==> config.mk <==
export PLATFORM = sky130hd
export DESIGN_NAME = matmul_apb_requester
export DESIGN_NICKNAME = d
export VERILOG_FILES = /design/src/rtl/matmul_apb_requester.sv
export SDC_FILE = /design/constraint.sdc
export NUM_CORES = 1
export LEC_CHECK = 0
export CAP_MARGIN = 20
export CORE_UTILIZATION = 43
export DETAILED_ROUTE_END_ITERATION = 8
export GPL_TIMING_DRIVEN = 0
export MAX_ROUTING_LAYER = met4
export PLACE_DENSITY = 0.85
export RECOVER_POWER = 50
export SYNTH_ARGS = -nofsm -noshare
export SYNTH_HDL_FRONTEND = slang
export SYNTH_SLANG_ARGS = --single-unit
==> constraint.sdc <==
create_clock -name clk_i -period 4 [get_ports clk_i]
set_input_delay 0.6 -clock clk_i [delete_from_list [all_inputs] [get_ports clk_i]]
set_output_delay 0.6 -clock clk_i [all_outputs]
set_load 0.005 [all_outputs]
==> src/rtl/matmul_apb_requester.sv <==
// matmul_apb_requester: valid/ready command stream to single APB transfers, one response per command.
// Optional ACCESS-phase timeout enabled by defining MATMUL_APB_TIMEOUT_EN.
module matmul_apb_requester #(
  parameter int DATA_WIDTH     = 8,
  parameter int BUS_WIDTH      = 32,
  parameter int ADDR_WIDTH     = 16,
  parameter int TIMEOUT_CYCLES = 64
) (
  input  logic                    clk_i,
  input  logic                    rst_i,
  input  logic                    cmd_valid_i,
  output logic                    cmd_ready_o,
  input  logic                    cmd_write_i,
  input  logic [ADDR_WIDTH-1:0]   cmd_addr_i,
  input  logic [BUS_WIDTH-1:0]    cmd_wdata_i,
  input  logic [BUS_WIDTH/8-1:0]  cmd_strb_i,
  output logic                    rsp_valid_o,
  input  logic                    rsp_ready_i,
  output logic [BUS_WIDTH-1:0]    rsp_rdata_o,
  output logic                    rsp_err_o,
  output logic                    rsp_timeout_o,
  output logic                    psel_o,
  output logic                    penable_o,
  output logic                    pwrite_o,
  output logic [BUS_WIDTH/8-1:0]  pstrb_o,
  output logic [BUS_WIDTH-1:0]    pwdata_o,
  output logic [ADDR_WIDTH-1:0]   paddr_o,
  input  logic                    pready_i,
  input  logic                    pslverr_i,
  input  logic [BUS_WIDTH-1:0]    prdata_i,
  input  logic                    busy_i,
  output logic                    busy_seen_o
);
  localparam int SW = BUS_WIDTH / 8;
  localparam logic [1:0] S_IDLE = 2'd0, S_SETUP = 2'd1, S_ACCESS = 2'd2, S_RESP = 2'd3;
  if (BUS_WIDTH % 8 != 0 || DATA_WIDTH < 1 || TIMEOUT_CYCLES < 1) begin : g_bad_params
    $error("matmul_apb_requester: illegal parameter set");
  end
  logic [1:0]            r_state;
  logic                  r_cmd_ready, r_rsp_valid, r_rsp_err, r_rsp_to;
  logic                  r_psel, r_penable, r_pwrite, r_busy_seen;
  logic [SW-1:0]         r_pstrb;
  logic [BUS_WIDTH-1:0]  r_pwdata, r_rsp_rdata;
  logic [ADDR_WIDTH-1:0] r_paddr;
  logic                  w_accept, w_misaligned, w_abort;
  assign w_accept     = (r_state == S_IDLE) && cmd_valid_i;
  assign w_misaligned = (cmd_addr_i & ADDR_WIDTH'(SW - 1)) != '0;
`ifdef MATMUL_APB_TIMEOUT_EN
  localparam int CW = $clog2(TIMEOUT_CYCLES + 1);
  logic [CW-1:0] r_cnt;
  // Abort on the wait cycle that brings the count to the limit; pready in that cycle still wins.
  assign w_abort = (r_state == S_ACCESS) && !pready_i && (r_cnt == CW'(TIMEOUT_CYCLES - 1));
  always_ff @(posedge clk_i) begin
    if (rst_i || w_accept) r_cnt <= '0;
    else if (r_state == S_ACCESS && !pready_i) r_cnt <= r_cnt + 1'b1;
  end
`else
  assign w_abort = 1'b0;
`endif
  always_ff @(posedge clk_i) begin
    if (rst_i) begin
      r_state     <= S_IDLE;
      r_cmd_ready <= 1'b1;
      r_rsp_valid <= 1'b0;
      r_rsp_err   <= 1'b0;
      r_rsp_to    <= 1'b0;
      r_rsp_rdata <= '0;
      r_psel      <= 1'b0;
      r_penable   <= 1'b0;
      r_pwrite    <= 1'b0;
      r_pstrb     <= '0;
      r_pwdata    <= '0;
      r_paddr     <= '0;
    end else begin
      case (r_state)
        S_IDLE: if (cmd_valid_i) begin
          r_cmd_ready <= 1'b0;
          r_rsp_rdata <= '0;
          r_rsp_to    <= 1'b0;
          r_rsp_err   <= w_misaligned;
          if (w_misaligned) begin
            r_state     <= S_RESP;
            r_rsp_valid <= 1'b1;
          end else begin
            r_state  <= S_SETUP;
            r_psel   <= 1'b1;
            r_pwrite <= cmd_write_i;
            r_paddr  <= cmd_addr_i;
            r_pstrb  <= cmd_write_i ? cmd_strb_i : '0;
            r_pwdata <= cmd_write_i ? cmd_wdata_i : '0;
          end
        end
        S_SETUP: begin
          r_state   <= S_ACCESS;
          r_penable <= 1'b1;
        end
        S_ACCESS: if (pready_i || w_abort) begin
          r_state     <= S_RESP;
          r_psel      <= 1'b0;
          r_penable   <= 1'b0;
          r_rsp_valid <= 1'b1;
          r_rsp_err   <= pready_i ? pslverr_i : 1'b1;
          r_rsp_to    <= !pready_i;
          r_rsp_rdata <= (pready_i && !r_pwrite) ? prdata_i : '0;
        end
        default: if (rsp_ready_i) begin
          r_state     <= S_IDLE;
          r_rsp_valid <= 1'b0;
          r_cmd_ready <= 1'b1;
        end
      endcase
    end
  end
  always_ff @(posedge clk_i) begin
    if (rst_i) r_busy_seen <= 1'b0;
    else r_busy_seen <= w_accept ? busy_i : (r_busy_seen | busy_i);
  end
  assign cmd_ready_o   = r_cmd_ready;
  assign rsp_valid_o   = r_rsp_valid;
  assign rsp_rdata_o   = r_rsp_rdata;
  assign rsp_err_o     = r_rsp_err;
  assign rsp_timeout_o = r_rsp_to;
  assign psel_o        = r_psel;
  assign penable_o     = r_penable;
  assign pwrite_o      = r_pwrite;
  assign pstrb_o       = r_pstrb;
  assign pwdata_o      = r_pwdata;
  assign paddr_o       = r_paddr;
  assign busy_seen_o   = r_busy_seen;
endmodule
==> flow_summary.json <==
{
  "rows": 33,
  "grt_max_degree": 16,
  "fin_skew_ps": 11.50,
  "ir_drop_uv": 275.5,
  "synth_area_leaders": "dfxtp_1, a21oi_1, nand2_1, nand4_1, nand3_1",
  "rr_startpoint": "r_state[0]",
  "synthDistinctLibCells": 34,
  "die_y_um": 94.98,
  "whs_ps": 451.2,
  "ios": 184,
  "r2r_cells": 7,
  "cts_tree": "yes",
  "fin_crit_sh_pct": 54.81,
  "cts_buffer_depth": 2,
  "finalSetupTns_ps": 0,
  "finalHoldViolations": 0,
  "ys_seq_elements": 94,
  "drc": 0,
  "clk_pin_slew_ps": 90,
  "synth_top_area_share_pct": 50.62,
  "powerDensity_nw_per_um2": 457.1,
  "antenna_cells": 0,
  "cp.required_ps": 4270,
  "finalCoreUtilization_pct": 70.68,
  "crit_path_end_kind": "flop",
  "leakagePower_nw": 2.271,
  "clock-sinks": 94,
  "grt_pass1_wl_um": 17710,
  "synth_edf_count": 0,
  "ys_top_cells_by_count": "dfxtp_1, a21oi_1, nand2_1",
  "syn_avg_cell_area_um2": 8.298,
  "first_pass_iters": 5,
  "yosysWarningCount": 0,
  "htreeDepth": 3,
  "cts_root_buffer": "clkbuf_8",
  "crit_fanout": 10,
  "routed_wl_um": 11620,
  "layoutNonFillerInstCount": 750,
  "numPortBuffers": 181,
  "routabilityCongestion": 0.8758,
  "grt_pass1_vias": 3752,
  "yosys.area.top_type": "dfxtp_1",
  "worstPathArrival_ps": 2460,
  "tightest_slew_ps": 576.7,
  "hold_path_class": "flop to flop",
  "clkLatencyLatePin_ps": 350,
  "fillCellCount": 659,
  "run_status": "complete, no violations",
  "drive_gt1_share_pct": 5.116,
  "endpoint": "rsp_rdata_o[0]",
  "num_vias": 4034,
  "slew_violations": 0,
  "period_minus_slack_ps": 2192,
  "max_cap_violations": 0,
  "syn-num-nets": 545,
  "start_util_pct": 44.79,
  "grt_util_all_layers_pct": 25.98,
  "cts_buffers": 9,
  "rsz0062_at_grt": "no",
  "setup_viol_count_final": 0,
  "synthCells": 448,
  "dp.cells": 734,
  "relSlewSlack_pct": 61.56,
  "hold_buffers": 0,
  "cts_resized": 0,
  "design.core.area_um2": 8299,
  "max_clock_freq_mhz": 456.1,
  "grt-ovfl-total": 0,
  "hpwl_um": 8780,
  "avgRoutedWirePerCell_um": 15.49,
  "startpoint": "r_state[0]",
  "area_growth_pct": 57.79,
  "drt_iter0_markers": 151,
  "ant_nets": 0,
  "seq_area_frac_synth_pct": 50.62,
  "syn_area_um2": 3717,
  "dieWidth_um": 94.98,
  "final_nets": 737,
  "vias_per_cell": 5.379,
  "antenna_found_initial": 0,
  "path_class": "flop to flop",
  "ys_async_sr_fraction_pct": 0,
  "ys.flop_type": "dfxtp_1",
  "reg2reg_to": "rsp_rdata_o[0]",
  "dieArea_um2": 9021,
  "yosysMostFrequentCell": "dfxtp_1",
  "post_cts_buffers": 0,
  "ff2ff_setup_slack_ps": 1810,
  "crit_path_start_kind": "flop"
}
==> layer usage <==
metal  track usage [%]  share of wire (%)  vias to the layer above
met5                 -                  0                        -
met4             13.38                3.8                        0
met3             4.509                5.2                       32
met2             41.85                 49                      144
met1             31.04                 42                     1894
li1                  -                  -                     1964
==> how the worst min path moves through the flow <==
stage / slack [ps] / endpoint / start / depth (start not counted)
global placement: 440 / pwdata_o[31] / pwdata_o[31] / 2
detailed placement: 440 / pwdata_o[6] / pwdata_o[6] / 2
global route: 470 / pwdata_o[6] / pwdata_o[6] / 2
finish: 450 / pwdata_o[31] / pwdata_o[31] / 2
floorplan: 450 / pstrb_o[0] / pstrb_o[0] / 2
CTS: 460 / pwdata_o[6] / pwdata_o[6] / 2
==> cells in the final DEF (no fill, tap or decap), types with 2 or more instances in the layout <==
cell             count
nor2b_1              5
clkdlybuf4s50_1     96
a2111o_1             2
buf_1                3
buf_4                5
a21oi_1             88
clkbuf_8            10
and3_1               2
dfxtp_1             94
clkbuf_1            28
or4_1                2
mux2_2               2
dlygate4sd3_1       85
or2b_1               2
bufinv_16            2
nand4_1             32
clkbuf_2             3
o31ai_1              2
nor2_1               4
nand3_1             37
buf_2                8
nand2_1             68
nor3_1               4
o21ai_0             37
inv_1                5
ha_1                 5
==> registers in the layout (all words and copies together) (netlist names) <==
| name | flops |
|---|---|
| pwrite_o | 1 |
| busy_seen_o | 1 |
| pstrb_o | 4 |
| pwdata_o | 32 |
| r_state | 2 |
| rsp_err_o | 1 |
| paddr_o | 16 |
| psel_o | 1 |
| rsp_rdata_o | 32 |
| cmd_ready_o | 1 |
| penable_o | 1 |
| rsp_timeout_o | 1 |
| rsp_valid_o | 1 |
==> per-stage QoR <==
stage / setup slack (ps) / instance area (um^2) / power, W
global placement: 1669 / 5660 / 0.001992
CTS: 1996 / 5883 / 0.002716
global route: 1549 / 5866 / 0.002838
floorplan: 2348 / 3717 / 0.001640
finish: 1808 / 5866 / 0.002681
detailed placement: 1631 / 5660 / 0.002025
==> worst max-delay path, cell delays in order (launching register included) <==
cell and delay [ps]:
dfxtp_1 350, inv_1 120, ha_1 160, clkbuf_1 310, mux2i_1 520, clkbuf_1 360
o21ai_0 140, a21oi_1 150
==> where the power goes <==
group | leakage [nW] | internal, W | switching (W) | total (W)
Clock | 0.110 | 0.000371 | 0.000328 | 0.000699
Sequential | 0.761 | 0.00101 | 0.0000426 | 0.00105
Combinational | 1.40 | 0.000386 | 0.000546 | 0.000931
==> cell type report <==
class                           count  area [um^2]  share of cell area, %
Timing Repair Buffer              181         1812                  30.89
Buffer                             46        205.2                  3.498
Clock inverter                      5        81.33                  1.387
Inverter                            5        18.77                 0.3200
Multi-Input combinational cell    303         1594                  27.18
Sequential cell                    94         1882                  32.08
Tap cell                          105        131.4                  2.240
Clock buffer                       11        141.4                  2.410
==> kinds of logic (layout without fill, tap and decap cells) <==
logic type | count (synthesis) | count (layout) | synth area share, %
simple gates | 159 | 159 | 20.97
buf+inv | 51 | 248 | 6.496
mux | 3 | 3 | 0.8751
fa+ha+maj | 5 | 5 | 1.683
compound gates | 136 | 136 | 19.35
flops | 94 | 94 | 50.62
Note: power is estimated with default switching activity, not from simulation.
